[config.mk]
export PLATFORM = sky130hd
export DESIGN_NAME = booth_seq_mul
export DESIGN_NICKNAME = d
export VERILOG_FILES = /design/src/rtl/booth_pkg.sv /design/src/rtl/booth_r4_pp.sv /design/src/rtl/booth_seq_mul.sv
export SDC_FILE = /design/constraint.sdc
export NUM_CORES = 1
export LEC_CHECK = 0
export ABC_AREA = 1
export CAP_MARGIN = 20
export CORE_MARGIN = 10
export CORE_UTILIZATION = 58
export CTS_BUF_LIST = sky130_fd_sc_hd__clkbuf_2 sky130_fd_sc_hd__clkbuf_4 sky130_fd_sc_hd__clkbuf_8
export CTS_CLUSTER_SIZE = 20
export DETAILED_ROUTE_END_ITERATION = 6
export GPL_TIMING_DRIVEN = 1
export PLACE_DENSITY = 0.94
export RECOVER_POWER = 25
export SYNTH_ARGS = -nofsm -noshare
export SYNTH_HDL_FRONTEND = slang
export SYNTH_SLANG_ARGS = --single-unit
[constraint.sdc]
create_clock -name clk -period 4.34 [get_ports clk]
set_input_delay 0.868 -clock clk [delete_from_list [all_inputs] [get_ports clk]]
set_output_delay 0.868 -clock clk [all_outputs]
set_load 0.005 [all_outputs]
[src/rtl/booth_pkg.sv]
// booth_pkg -- shared definitions for the sequential radix-4 Booth multiplier.
//   state_t      : controller states (IDLE, CALC, DONE)
//   SEL_*        : partial-product selection codes {negate, two, one}
//   booth_sel()  : maps a 3-bit Booth group to a selection code
//   calc_n()     : number of CALC cycles for a given operand width
package booth_pkg;

  typedef enum logic [1:0] {
    IDLE = 2'd0,
    CALC = 2'd1,
    DONE = 2'd2
  } state_t;

  // Bit 2 negates, bit 1 selects 2a, bit 0 selects a.
  localparam logic [2:0] SEL_ZERO = 3'b000;
  localparam logic [2:0] SEL_POS1 = 3'b001;
  localparam logic [2:0] SEL_POS2 = 3'b010;
  localparam logic [2:0] SEL_NEG1 = 3'b101;
  localparam logic [2:0] SEL_NEG2 = 3'b110;

  // Group is {b[2i+1], b[2i], b[2i-1]}.
  function automatic logic [2:0] booth_sel(input logic [2:0] group);
    logic [2:0] sel;
    case (group)
      3'b001, 3'b010: sel = SEL_POS1;
      3'b011:         sel = SEL_POS2;
      3'b100:         sel = SEL_NEG2;
      3'b101, 3'b110: sel = SEL_NEG1;
      default:        sel = SEL_ZERO;
    endcase
    return sel;
  endfunction

  // Operands are extended by two bits, giving (WIDTH+2)/2 Booth groups.
  function automatic int calc_n(input int width);
    return width / 2 + 1;
  endfunction

endpackage

[src/rtl/booth_r4_pp.sv]
// booth_r4_pp -- combinational radix-4 Booth partial-product selector.
//   group : 3-bit Booth group of the multiplier
//   a_ext : extended (two's complement) multiplicand, EW bits
//   pp    : selected partial product {0, +-a, +-2a}, EW+1 bits, signed
module booth_r4_pp
  import booth_pkg::*;
#(
  parameter int EW = 34
) (
  input  logic [2:0]  group,
  input  logic [EW-1:0] a_ext,
  output logic [EW:0] pp
);

  logic [2:0]  sel;
  logic [EW:0] a_one;
  logic [EW:0] a_two;
  logic [EW:0] mag;

  assign sel   = booth_sel(group);
  assign a_one = {a_ext[EW-1], a_ext};
  assign a_two = {a_ext, 1'b0};

  genvar gi;
  generate
    for (gi = 0; gi <= EW; gi++) begin : g_mag
      assign mag[gi] = (sel[0] & a_one[gi]) | (sel[1] & a_two[gi]);
    end
  endgenerate

  assign pp = sel[2] ? -mag : mag;

endmodule

[src/rtl/booth_seq_mul.sv]
// booth_seq_mul -- sequential radix-4 Booth multiplier, one group per cycle.
//   clk, rst_n           : clock, asynchronous active-low reset
//   in_valid / in_ready  : operand handshake (a, b, a_signed, b_signed)
//   out_valid / out_ready: result handshake (prod_msb, prod_lsb)
//   busy                 : high whenever the controller is not IDLE
// Optional macro BOOTH_ZERO_BYPASS_EN: a zero operand skips CALC and the
// result (0) is presented one edge after acceptance.
module booth_seq_mul
  import booth_pkg::*;
#(
  parameter int WIDTH = 32
) (
  input  logic             clk,
  input  logic             rst_n,
  input  logic             in_valid,
  output logic             in_ready,
  input  logic [WIDTH-1:0] a,
  input  logic [WIDTH-1:0] b,
  input  logic             a_signed,
  input  logic             b_signed,
  output logic             out_valid,
  input  logic             out_ready,
  output logic [WIDTH-1:0] prod_msb,
  output logic [WIDTH-1:0] prod_lsb,
  output logic             busy
);

  localparam int EW = WIDTH + 2;  // extended operand width
  localparam int HW = WIDTH + 4;  // upper accumulator with headroom for +-2a
  localparam int N  = calc_n(WIDTH);
  localparam int CW = $clog2(N);
  localparam logic [CW-1:0] LAST = CW'(N - 1);

  state_t           state_reg;
  logic [CW-1:0]    cnt_reg;
  logic [HW-1:0]    hi_reg;
  logic [EW-1:0]    lo_reg;   // multiplier, shifted out as product bits shift in
  logic             qm1_reg;  // implicit b[-1] of the current group
  logic [EW-1:0]    a_reg;
  logic [WIDTH-1:0] prod_msb_reg;
  logic [WIDTH-1:0] prod_lsb_reg;
  logic             out_valid_reg;

  logic [EW-1:0]    a_ext;
  logic [EW-1:0]    b_ext;
  logic [EW:0]      pp;
  logic [HW-1:0]    sum_next;
  logic [HW-1:0]    hi_next;
  logic [EW-1:0]    lo_next;
  logic [WIDTH-1:0] prod_msb_next;
  logic [WIDTH-1:0] prod_lsb_next;

  assign a_ext = {{2{a_signed & a[WIDTH-1]}}, a};
  assign b_ext = {{2{b_signed & b[WIDTH-1]}}, b};

  booth_r4_pp #(.EW(EW)) u_pp (
    .group (lo_reg[1:0] == 2'b00 && !qm1_reg ? 3'b000 : {lo_reg[1:0], qm1_reg}),
    .a_ext (a_reg),
    .pp    (pp)
  );

  // Add the partial product, then shift {hi, lo} right arithmetically by 2.
  assign sum_next = hi_reg + {{(HW-EW-1){pp[EW]}}, pp};
  assign hi_next  = {{2{sum_next[HW-1]}}, sum_next[HW-1:2]};
  assign lo_next  = {sum_next[1:0], lo_reg[EW-1:2]};

  // After the last step the low 2*WIDTH product bits span lo and the bottom of hi.
  assign prod_lsb_next = lo_next[WIDTH-1:0];
  assign prod_msb_next = {hi_next[WIDTH-3:0], lo_next[EW-1:WIDTH]};

  always_ff @(posedge clk or negedge rst_n) begin
    if (!rst_n) begin
      state_reg     <= IDLE;
      cnt_reg       <= '0;
      hi_reg        <= '0;
      lo_reg        <= '0;
      qm1_reg       <= 1'b0;
      a_reg         <= '0;
      prod_msb_reg  <= '0;
      prod_lsb_reg  <= '0;
      out_valid_reg <= 1'b0;
    end else begin
      case (state_reg)
        IDLE: begin
          if (in_valid) begin
            a_reg   <= a_ext;
            hi_reg  <= '0;
            lo_reg  <= b_ext;
            qm1_reg <= 1'b0;
            cnt_reg <= '0;
`ifdef BOOTH_ZERO_BYPASS_EN
            if (a == '0 || b == '0) begin
              // out_valid is raised on the following edge from DONE.
              state_reg    <= DONE;
              prod_msb_reg <= '0;
              prod_lsb_reg <= '0;
            end else begin
              state_reg <= CALC;
            end
`else
            state_reg <= CALC;
`endif
          end
        end
        CALC: begin
          hi_reg  <= hi_next;
          lo_reg  <= lo_next;
          qm1_reg <= lo_reg[1];
          cnt_reg <= cnt_reg + 1'b1;
          if (cnt_reg == LAST) begin
            state_reg     <= DONE;
            cnt_reg       <= '0;
            out_valid_reg <= 1'b1;
            prod_msb_reg  <= prod_msb_next;
            prod_lsb_reg  <= prod_lsb_next;
          end
        end
        DONE: begin
          if (out_valid_reg) begin
            // Return to IDLE only; acceptance waits for the next edge.
            if (out_ready) begin
              state_reg     <= IDLE;
              out_valid_reg <= 1'b0;
            end
          end
`ifdef BOOTH_ZERO_BYPASS_EN
          else begin
            out_valid_reg <= 1'b1;
          end
`endif
        end
        default: state_reg <= IDLE;
      endcase
    end
  end

  assign in_ready  = (state_reg == IDLE);
  assign busy      = (state_reg != IDLE);
  assign out_valid = out_valid_reg;
  assign prod_msb  = prod_msb_reg;
  assign prod_lsb  = prod_lsb_reg;

endmodule

==> results.yml <==
status:
  status: "finished, violations left"
  violations: "capacitance limit, slew limit"
logic_synthesis:
  synth.mux.area_fraction_pct: 0
  netlist_top_cells_count: "nand2_1, dfrtp_1, o21ai_0, inv_1, nand3_1"
  yosysMostFrequentCell: "nand2_1"
  synth_edf_count: 0
  ys_warn_count: 0
  synthTopCellsByArea: "dfrtp_1, nand2_1, o21ai_0, nand3_1, ha_1"
  synthSimpleGateAreaFrac_pct: 32.59
  ys.flop_type: "dfrtp_1"
  syn_nets: 1529
  synth-seq-cells: 174
  synth.distinct_cells: 42
  synth_top_area_share_pct: 41.20
  synth_async_sr_flop_share_pct: 100.0
  postSynthCellCount: 1420
  synthAdderAreaFrac_pct: 4.688
  syn_area_per_cell_um2: 7.443
  synth-compound-area-share_pct: 12.11
  syn_area_um2: 10570
  synth-xor-area-share_pct: 3.315
  yosysSeqAreaShare_pct: 41.20
  synth_top_cell_by_area: "dfrtp_1"
  synth_top_family_by_area: "simple AND/OR/NAND/NOR gates"
detailed_routing:
  drt_iter0_drc: 995
  antenna_left: 0
  firstDrtPassIters: 6
  avgViaCountPerCell: 5.775
  drc_errors: 0
  wl_per_cell_um: 17.06
  drt-total-wl_mm: 30.29
  vias: 10260
clock_tree:
  cts_hold_buf: 0
  cts_buffers: 17
  cts_tree: "built"
  root_buffer: "clkbuf_8"
  cts_buffer_depth: 2
  post_cts_buffers: 0
  htree_levels: 4
  clock-sinks: 174
  postCtsResizedCells: 0
  clk_pin_slew_ps: 110
  clk_latency_ps: 480
timing:
  setup_tns_ps: 0
  hold_violations: 0
  timing.slew.headroom_pct: -106.5
  finClkSkew_ps: 15.69
  setup_slack_ps: 375.8
  fmax_ghz: 0.2523
  fin_crit_sh_pct: 91.34
  rsz0062_at_grt: "no"
  slew_violations: 68
  worstMarginPinSlew_ps: 3098
  setup_viol: 0
  period_minus_slack_ps: 3964
floorplanning:
  io_pins: 137
  die_w_um: 155.0
  die_area_um2: 24020
  start_util_pct: 58.84
  num_rows: 49
  core_area_um2: 17960
  die_height_um: 155.0
global_route:
  grt_usage_pct: 24.91
  met3_usage_pct: 4.742
  use_met2_pct: 40.50
  grt_busiest_layer: "met2"
  grt_pass1_wl_mm: 49.43
  antenna_found_initial: 0
  met1_usage_pct: 33.50
  grt_max_degree: 91
  grt_pass1_vias: 9711
  overflow: 0
place:
  port_buffers: 136
  place_ws_ps: 529.1
  place.gp.congestion: 0.9935
  dp_hpwl_mm: 22.67
cells_and_area:
  syn2layout_area_growth_pct: 18.25
  fillers: 1469
  insertedDiodeCount: 0
  drive_gt1_share_pct: 6.917
  nets: 1643
  final_core_util_pct: 69.58
critical_path:
  setup.worst_path.class: "flip-flop to flip-flop"
  start_kind: "flip-flop"
  arrival_ps: 4330
  cp-end-kind: "flip-flop"
  crit_fanout: 30
  worstPathRequired_ps: 4710
worst_hold_path:
  hp-class: "flip-flop to flip-flop"
flow_run:
  drv_cap: 1
through the flow:
stage                     cells  area [um2]  hold WS, ps
after CTS                  1776       12500        391.0
final                      1776       12500        484.5
after global routing       1776       12500        506.4
after detailed placement   1744       12080        458.6
after global placement     1744       12080        455.6
after floorplan            1420       10570        455.5
cell type report:
class | count | area, um2 | share of cell area (%)
Multi-Input combinational cell | 1088 | 5585 | 44.69
Sequential cell | 174 | 4354 | 34.84
Timing Repair Buffer | 149 | 1459 | 11.67
Inverter | 104 | 391.6 | 3.133
Tap cell | 229 | 286.5 | 2.293
Clock buffer | 17 | 234.0 | 1.872
Clock inverter | 15 | 187.7 | 1.502
worst max-delay path, cell delays in order, from the launching register on:
cell and delay, ps:
dfrtp_1 450, nand2_2 120, clkinv_2 90, nor2_4 90
buf_4 350, nand2_1 100, nand2_1 220, nor2_1 120
and2_1 180, nor2_1 110, xnor2_1 160, inv_1 70
ha_1 360, nand2_1 140, nor2_1 240, nand2_1 110
o211ai_1 190, nand2_1 110, nand2_1 190, nand2_1 140
nand2_1 90, nand2_1 80, nand3_1 70, nand2_1 60
cells by family after synthesis:
kind of cell             after synthesis
AO/OA/AOI/OAI                        225
XOR/XNOR                              40
adder cells (fa/ha/maj)               39
buffers and inverters                158
flip-flops                           174
AND/OR/NAND/NOR                      784
layout by cell type, fill, tap and decap left out, drive strengths merged, types with 18 or more instances in the layout:
cell,count
ha,38
nand3,99
xnor2,25
nand2,516
clkbuf,18
nor3,30
nor2,110
o21ai,119
a21oi,59
a221oi,18
inv,109
dfrtp,174
clkdlybuf4s50,135
path summary, 6_finish.rpt:
kind | start | endpoint | slack (ps) | cells past startpoint
min reg2reg | prod_msb[0] | prod_msb[0] | 480 | 2
min | prod_msb[0] | prod_msb[0] | 480 | 2
min in group asynchronous | rst_n | a_reg[2] | 1610 | 1
max | qm1_reg | hi_reg[22] | 380 | 23
max reg2reg | qm1_reg | hi_reg[22] | 380 | 23
max in group asynchronous | rst_n | prod_msb[27] | 730 | 2
per-layer routing:
metal,up-vias,part of all wire [%]
li1,4869,-
met1,4860,43
met2,472,47
met3,56,7.9
met4,0,2.1
met5,-,0
Power is not shown: default switching activity piles up to over one toggle a cycle in this logic, so the estimate is an artifact.
